## src/rtl/regfile_pkg.sv

```systemverilog
// Shared defaults for the forwarding register file: widths and the entry-0
// reset pattern used when entry 0 is an ordinary register.
package regfile_pkg;

  localparam int DEFAULT_ADDR_SIZE = 2;
  localparam int DEFAULT_WORD_SIZE = 64;

  // Alternating 1010... pattern, sized to a 64-bit word.
  localparam logic [63:0] DEFAULT_RESET_R0 = {32{2'b10}};

  typedef logic [DEFAULT_WORD_SIZE-1:0] word_t;
  typedef logic [DEFAULT_ADDR_SIZE-1:0] addr_t;

endpackage

```

## src/rtl/reg_scoreboard.sv

```systemverilog
// Pending-write scoreboard: one busy bit per register, set by an accepted
// reserve at issue and cleared by the writeback write.
module reg_scoreboard
  import regfile_pkg::*;
#(
  parameter int ADDR_W   = DEFAULT_ADDR_SIZE,
  parameter int NUM_REG  = 2**ADDR_W,
  parameter bit ZERO_REG = 1'b0
) (
  input  logic               clk,
  input  logic               rst_n,
  input  logic               write_en,
  input  logic [ADDR_W-1:0]  sel_write,
  input  logic               reserve_en,
  input  logic [ADDR_W-1:0]  sel_reserve,
  output logic               reserve_ok,
  output logic [NUM_REG-1:0] busy_next
);

  logic [NUM_REG-1:0] busy_q;
  logic [NUM_REG-1:0] busy_d;

  // A reserve on a busy entry is still granted when the same edge retires it.
  // NOTE: combinational blocks use blocking '=' with every output defaulted
  // first, so later assignments override earlier ones and no latch is inferred.
  always_comb begin
    reserve_ok = reserve_en &
                 (~busy_q[sel_reserve] | (write_en & (sel_write == sel_reserve)));
    busy_d = busy_q;
    if (write_en) begin
      busy_d[sel_write] = 1'b0;
    end
    // Applied after the clear so a same-edge reservation wins over the write.
    if (reserve_ok) begin
      busy_d[sel_reserve] = 1'b1;
    end
    if (ZERO_REG) begin
      busy_d[0] = 1'b0;
    end
  end

  // NOTE: sequential state uses non-blocking '<=' so every flop samples the
  // pre-edge values regardless of statement order.
  always_ff @(posedge clk or negedge rst_n) begin
    if (!rst_n) begin
      busy_q <= '0;
    end else begin
      busy_q <= busy_d;
    end
  end

  assign busy_next = busy_d;

endmodule

```

## src/rtl/forwarding_register_file.sv

```systemverilog
// Two-read, one-write register file with registered reads, same-edge
// write-to-read forwarding and a pending-write scoreboard for hazard checks.
module forwarding_register_file
  import regfile_pkg::*;
#(
  parameter int                       REG_ADDRESS_SIZE = DEFAULT_ADDR_SIZE,
  parameter int                       NUM_REG          = 2**REG_ADDRESS_SIZE,
  parameter int                       MEM_WORD_SIZE    = DEFAULT_WORD_SIZE,
  parameter bit                       ZERO_REG         = 1'b0,
  parameter logic [MEM_WORD_SIZE-1:0] RESET_R0         = MEM_WORD_SIZE'(DEFAULT_RESET_R0)
) (
  input  logic                        clk,
  input  logic                        rstN,
  input  logic [REG_ADDRESS_SIZE-1:0] selA,
  input  logic [REG_ADDRESS_SIZE-1:0] selB,
  input  logic                        readEn,
  output logic [MEM_WORD_SIZE-1:0]    outA,
  output logic [MEM_WORD_SIZE-1:0]    outB,
  output logic                        busyA,
  output logic                        busyB,
  input  logic                        writeEn,
  input  logic [REG_ADDRESS_SIZE-1:0] selWrite,
  input  logic [MEM_WORD_SIZE-1:0]    writeIn,
  input  logic                        reserveEn,
  input  logic [REG_ADDRESS_SIZE-1:0] selReserve,
  output logic                        reserveOk
);

  logic [MEM_WORD_SIZE-1:0] regs_q [NUM_REG];
  logic [MEM_WORD_SIZE-1:0] regs_d [NUM_REG];

  logic [MEM_WORD_SIZE-1:0] out_a_q, out_a_d;
  logic [MEM_WORD_SIZE-1:0] out_b_q, out_b_d;
  logic                     busy_a_q, busy_a_d;
  logic                     busy_b_q, busy_b_d;

  logic [MEM_WORD_SIZE-1:0] fwd_a, fwd_b;
  logic [NUM_REG-1:0]       busy_next;
  logic                     write_hits_storage;

  reg_scoreboard #(
    .ADDR_W   (REG_ADDRESS_SIZE),
    .NUM_REG  (NUM_REG),
    .ZERO_REG (ZERO_REG)
  ) u_scoreboard (
    .clk         (clk),
    .rst_n       (rstN),
    .write_en    (writeEn),
    .sel_write   (selWrite),
    .reserve_en  (reserveEn),
    .sel_reserve (selReserve),
    .reserve_ok  (reserveOk),
    .busy_next   (busy_next)
  );

  // A hardwired-zero entry 0 never takes a write.
  assign write_hits_storage = writeEn & ~(ZERO_REG && (selWrite == '0));

  always_comb begin
    regs_d = regs_q;
    if (write_hits_storage) begin
      regs_d[selWrite] = writeIn;
    end
  end

  // Operand values as they will be after this edge, so a read issued alongside
  // the writeback sees the new data without a bubble.
  always_comb begin
    fwd_a = regs_q[selA];
    if (writeEn && (selWrite == selA)) begin
      fwd_a = writeIn;
    end
    if (ZERO_REG && (selA == '0)) begin
      fwd_a = '0;
    end

    fwd_b = regs_q[selB];
    if (writeEn && (selWrite == selB)) begin
      fwd_b = writeIn;
    end
    if (ZERO_REG && (selB == '0)) begin
      fwd_b = '0;
    end
  end

  always_comb begin
    out_a_d  = out_a_q;
    out_b_d  = out_b_q;
    busy_a_d = busy_a_q;
    busy_b_d = busy_b_q;
    if (readEn) begin
      out_a_d  = fwd_a;
      out_b_d  = fwd_b;
      busy_a_d = busy_next[selA];
      busy_b_d = busy_next[selB];
    end
  end

  // NOTE: the storage array is reset entry by entry because the reset
  // contents are architecturally visible; this keeps it in flops, not RAM.
  always_ff @(posedge clk or negedge rstN) begin
    if (!rstN) begin
      for (int i = 0; i < NUM_REG; i++) begin
        regs_q[i] <= ((i == 0) && !ZERO_REG) ? RESET_R0 : '0;
      end
    end else begin
      regs_q <= regs_d;
    end
  end

  always_ff @(posedge clk or negedge rstN) begin
    if (!rstN) begin
      out_a_q  <= '0;
      out_b_q  <= '0;
      busy_a_q <= 1'b0;
      busy_b_q <= 1'b0;
    end else begin
      out_a_q  <= out_a_d;
      out_b_q  <= out_b_d;
      busy_a_q <= busy_a_d;
      busy_b_q <= busy_b_d;
    end
  end

  assign outA  = out_a_q;
  assign outB  = out_b_q;
  assign busyA = busy_a_q;
  assign busyB = busy_b_q;

endmodule

```

## config.mk

```make
export PLATFORM = sky130hd
export DESIGN_NAME = forwarding_register_file
export DESIGN_NICKNAME = d
export VERILOG_FILES = /design/src/rtl/regfile_pkg.sv /design/src/rtl/reg_scoreboard.sv /design/src/rtl/forwarding_register_file.sv
export SDC_FILE = /design/constraint.sdc
export NUM_CORES = 1
export LEC_CHECK = 0
export CORE_MARGIN = 10
export CORE_UTILIZATION = 57
export CTS_BUF_LIST = sky130_fd_sc_hd__clkbuf_16
export CTS_CLUSTER_DIAMETER = 50
export DETAILED_ROUTE_END_ITERATION = 16
export GPL_TIMING_DRIVEN = 0
export PLACE_DENSITY = 0.81
export SETUP_SLACK_MARGIN = 0.5
export SLEW_MARGIN = 20
export SYNTH_ARGS = -nofsm -noshare
export SYNTH_HDL_FRONTEND = slang
export SYNTH_HIERARCHICAL = 1
export SYNTH_SLANG_ARGS = --single-unit
```

## constraint.sdc

```tcl
create_clock -name clk -period 2.1 [get_ports clk]
set_input_delay 0.42 -clock clk [delete_from_list [all_inputs] [get_ports clk]]
set_output_delay 0.42 -clock clk [all_outputs]
set_load 0.03 [all_outputs]
```

# Word-level counts from Yosys, hierarchy flattened
# Cells that the tools add are included.
# totals
mem_bits_rw,0
output_inout_bits,131
rom_bits,0
mem_count,0
latchBits,0
reg_bits,390
in_bits,77
word_cells,60
# classes
reduce_logical,5
n_div,0
shift,0
eq_ne,3
multipliers,0
muxes,23
n_lt_le_gt_ge,10
bitwise_logic,10
add_sub_neg,0
# ops
operator,n
64-bit two-way mux,7
64-bit binary-select mux with 2-bit select,2
256-bit bitwise mux,1
64-bit demux with 2-bit select,1
"2-bit by 3-bit less-than comparator with 1-bit output, second input constant",4
"3-bit greater-or-equal comparator, second input constant",3
2-bit inverter with 3-bit output,3
4-bit two-way mux,2
1-bit binary-select mux with 2-bit select,3
2-bit == test,3
1-bit logical AND,5
1-bit two-way mux,5
4-bit bitwise AND,1
1-bit demux with 2-bit select,2
"2-bit by 1-bit greater-or-equal comparator with 1-bit output, second input constant",2
4-bit inverter,1
4-bit bitwise OR,1
"3-bit by 1-bit less-than comparator with 1-bit output, second input constant",1
1-bit bitwise AND,2
1-bit inverter,1
1-bit bitwise OR,1

# Logic depth before layout (Yosys ltp)
# logic_depth
ltp_word,11
mapped_depth,6
mapped_depth_nobuf,5

# Cells and area by module
# The synthesis kept the hierarchy.
# by_module_without_submodules
mod,seq_area_each_um2,area_each_um2,cells_each,n_inst
forwarding_register_file,9699.3,18292.5,1142,1
reg_scoreboard,100.1,274.0,28,1

# Least setup slack after synthesis
# OpenSTA, ideal clock, no wires.
# synth_timing
path_type,input to output
startpoint,in selReserve[0]
endpoint,out reserveOk
required_time_ps,1680
path_slack_ps,282
n_path_buf,0
arrival_time_ps,1398
stages,2
cell_sequence,mux4_2 > a21boi_1
# synth_between
elab_chain_cells,5
elab_cells_between_ends,7
cone_classes,eq/ne: 1; mux: 2; bitwise: 4
# synth_rtl
item,line,text
start: declaration,forwarding_register_file.sv:25,"input logic [REG_ADDRESS_SIZE-1:0] selReserve,"
1-bit binary-select mux with 2-bit select,reg_scoreboard.sv:28,(~busy_q[sel_reserve] | (write_en & (sel_write == sel_reserve)));
1-bit two-way mux (implied by the code),reg_scoreboard.sv:28,
1-bit inverter,reg_scoreboard.sv:28,
1-bit bitwise OR *,reg_scoreboard.sv:28,
1-bit bitwise AND *,reg_scoreboard.sv:27,reserve_ok = reserve_en &
end: declaration,forwarding_register_file.sv:26,output logic reserveOk
# Mark *: on every way between the ends. The rest lies on a longest branch, timed or not. The select of a mux whose other input is x is not followed.

# Final worst setup path
# layout_timing
startpoint,reg u_scoreboard.busy_q[2]
endpoint,out reserveOk
# layout_between
elab_chain_cells,5
# layout_rtl
item,line,text
start: declaration,reg_scoreboard.sv:20,logic [NUM_REG-1:0] busy_q;
start signal: assignment,reg_scoreboard.sv:48,busy_q <= busy_d;
1-bit binary-select mux with 2-bit select,reg_scoreboard.sv:28,
1-bit two-way mux (implied by the code),reg_scoreboard.sv:28,
1-bit inverter,reg_scoreboard.sv:28,
1-bit bitwise OR,reg_scoreboard.sv:28,
1-bit bitwise AND,reg_scoreboard.sv:27,
# No other way between the ends. The select of a mux whose other input is x is not followed.

==> summary.txt <==
Layout
  – FF+latch area: 0.00980 mm2
  – Nets: 1515
  – Share of layout cells above drive strength 1: 0.511
  – Fin util: 0.698
  – Area Growth Syn to Fin: 21.8%
  – Number of fill cells: 2255
  – Footprint of the multi-input gates: 0.00836 mm2
  – Final Non-Filler Cells: 1918

GRT
  – Antenna violations before repair: 3
  – Overall routing resource usage: 0.235
  – Met2 Usage GRT: 0.390
  – First-pass GRT wire length: 75500 um
  – Met1 GRT Util: 0.313
  – Met3 Use GR: 0.0466
  – Gr ovfl total: 0
  – Number of global-route vias before repair: 13021
  – Top Usage Layer GRT: met2
  – Largest net degree at the start of global routing: 102

STA
  – RSZ-0062 raised after global routing: yes
  – Crit share post-route: 1.02
  – Slew headroom: 0.545
  – WHS: -0.203 ns
  – Tmin final: 2.14 ns
  – Worst Max-Slew Pin Slew: 0.683 ns
  – Final Max Tran Viols: 0
  – Clock Skews: 0.0198 ns
  – Final setup viols: 1
  – Peak Freq: 468 MHz
  – Final Hold Fails: 49
  – Worst setup margin: -0.0390 ns

Yosys
  – Gate Count Post-Synth: 1170
  – Ys async rst share: 1.00
  – Register bit total from synthesis: 390
  – Count leader, synth: dfrtp_1
  – EDFF count, synth: 0
  – Avg Cell Area, Syn: 15.9 um2
  – Syn_nets: 1247
  – Post-synth top area cell: dfrtp_1
  – Synth top area cells: dfrtp_1 (48%), mux4_2 (16%), mux2_2 (16%)
  – Synth cell types: 30
  – Cell area after synthesis: 0.0186 mm2
  – YS warnings: 6
  – Register area share after synthesis: 0.528
  – Main flop type after synthesis: dfrtp_1
  – Top-area cell type share of the netlist area: 0.483
  – Synth top cells by count: dfrtp_1 (358), mux2_2 (259), mux4_2 (131)

Route
  – Via count: 11937
  – DRC: 0
  – Vias/cell: 6.22
  – Drt wl/cell: 24.8 um
  – Wirelength, routed: 47500 um
  – First DRT Iteration DRCs: 741
  – Antenna-violating nets left: 0
  – First drt pass iteration count: 5

Clock network
  – CTS Root Cell: clkbuf_16
  – Num CTS Buffers: 44
  – H-tree levels: 2
  – Clk Latency, worst-skew pair: 0.55 ns
  – CTS tree: built
  – CTS sink cnt: 390
  – Reg clk slew, reported paths: 0.06 ns
  – Clk buf depth: 3

Critical path
  – RR Endpoint: busyA
  – Worst Reg-to-Reg Cells: 6
  – Critical path launch point type: flip-flop
  – R2R setup slack: 0.40 ns
  – Crit Path Max Fanout: 2
  – Required @ worst endpoint: 1.68 ns
  – CP Class: reg2out
  – Worst R2R Start: u_scoreboard/busy_q[2]
  – CP endpoint kind: output port
  – CP arrival: 1.72 ns
  – Max incr delay on CP: 0.50 ns
  – Slowest CP cell: mux4_2
  – Crit-path cells: mux4_2, a21boi_4, buf_6

Floorplanning
  – Core area: 0.0324 mm2
  – Initial core utilization: 0.574
  – Row count: 66
  – Die area: 0.0402 mm2
  – Die Wd: 200 um
  – Die Ht: 200 um
  – IO Pins: 208

Power and ir drop
  – Logic pwr share: 0.255
  – Worst VDD drop: 0.683 mV
  – Switching Share: 0.301
  – Sw power: 7.07 mW
  – Cell area power density: 1040 mW/mm2
  – Reg power frac: 0.432
  – Clock share of power: 0.313
  – Leak: 9.64 nW
  – Internal: 16.4 mW

Placed design
  – Placed Instances: 1823
  – Final Wtd Congestion: 0.798
  – Port buffer count: 207
  – DP HPWL: 31100 um

Status
  – Run status: finished with violations
  – Failing checks: negative hold slack, negative setup slack

Run
  – Max Cap Viol: 0

Worst hold path
  – Hold WC Path Type: in2async
[sequential cells by signal (all words and copies together) (netlist names)]
register / cells
regs_q: 256
outA: 64
outB: 64
u_scoreboard/busy_q: 4
busyA: 1
busyB: 1
[timing repair]
action	in CTS	in global routing
buffers inserted	7	3
endpoints found under the hold margin	49	49
setup endpoints to repair	517	328
resized for setup	536	121
gates cloned	1	0
pin swaps	2	2
[stage by stage]
stage                     cell area, um2  setup slack (ns)  setup TNS [ns]  total power, mW
final                              22600           -0.0390         -0.0390             23.5
after floorplan                    18800             0.470               0             14.2
after CTS                          22800           -0.0396         -0.0396             23.8
after detailed placement           21500            -0.863         -215.66             16.7
after global routing               22600           -0.0826         -0.0826             24.5
after global placement             21400            -16.19        -6337.80             16.5
[layout by cell type (no fill, tap or decap), types with 2 or more instances in the layout]
cell type and n:
nor2b_1 128, clkbuf_4 9, clkbuf_16 45, dlygate4sd2_1 2, buf_6 19, mux2_4 2
a221o_1 128, xnor2_2 3, mux4_2 131, buf_4 46, clkdlybuf4s50_1 65, diode_2 2
buf_2 97, inv_6 3, dfrtp_1 358, xnor2_4 3, clkinv_1 7, clkbuf_1 4
buf_16 4, inv_1 13, dfstp_2 32, clkbuf_2 58, nand3b_1 4, o21ai_2 2
bufinv_16 3, a31oi_4 2, buf_12 13, and3b_1 2, mux2_2 257, nand2_1 4
clkinv_4 2, clkinvlp_4 2, clkinv_2 9
[kinds of logic (layout without fill, tap and decap cells)]
logic type                after synthesis  count (layout)  share of synthesized area
other                                   0               2                          0
muxes                                 390             390                      0.316
xor gates and xnor gates                6               6                    0.00283
DFF                                   390             390                      0.528
and+or+nand+nor                       147             147                     0.0497
buffers and inverters                 100             404                     0.0304
AOI/OAI and AO/OA                     137             137                     0.0733
[cell type report]
type,count,area share
Multi-Input combinational cell,680,0.370
Clock buffer,45,0.0498
Inverter,2,0.000332
Antenna cell,2,0.000221
Buffer,98,0.0386
Clock inverter,37,0.0116
Timing Repair Buffer,222,0.0719
Sequential cell,390,0.433
Tap cell,442,0.0245
[layer usage]
metal  vias to the layer above  part of all wire
li1                       5150                 -
met5                         -           0.00027
met1                      6366              0.43
met4                         2             0.021
met3                        71             0.056
met2                       348              0.50
[worst max path at each step]
stage                  end  slack [ns]                   start
2_1_floorplan  regs_q[192]        0.47                 writeEn
3_3_place_gp      outA[10]      -16.19                    rstN
3_5_place_dp     reserveOk       -0.86           selReserve[0]
4_1_cts          reserveOk       -0.04  u_scoreboard/busy_q[0]
5_1_grt          reserveOk       -0.08  u_scoreboard/busy_q[2]
6_report         reserveOk       -0.04  u_scoreboard/busy_q[2]
[worst max-delay path: cells and delay by family (launching register included)]
kind	cells	cell delay, ns
buf+inv	1	0.14
flops	1	0.39
compound gates	1	0.15
mux	1	0.50
[power groups by stage]
stage	registers (mW)	logic, mW	clock network [mW]
finish	10.1	6.00	7.36
global route	10.3	6.41	7.78
CTS	10.1	6.19	7.48
detailed placement	10.2	6.44	0
global placement	10.2	6.30	0
floorplan	11.1	3.07	0
(Power assumes the default switching activity.)
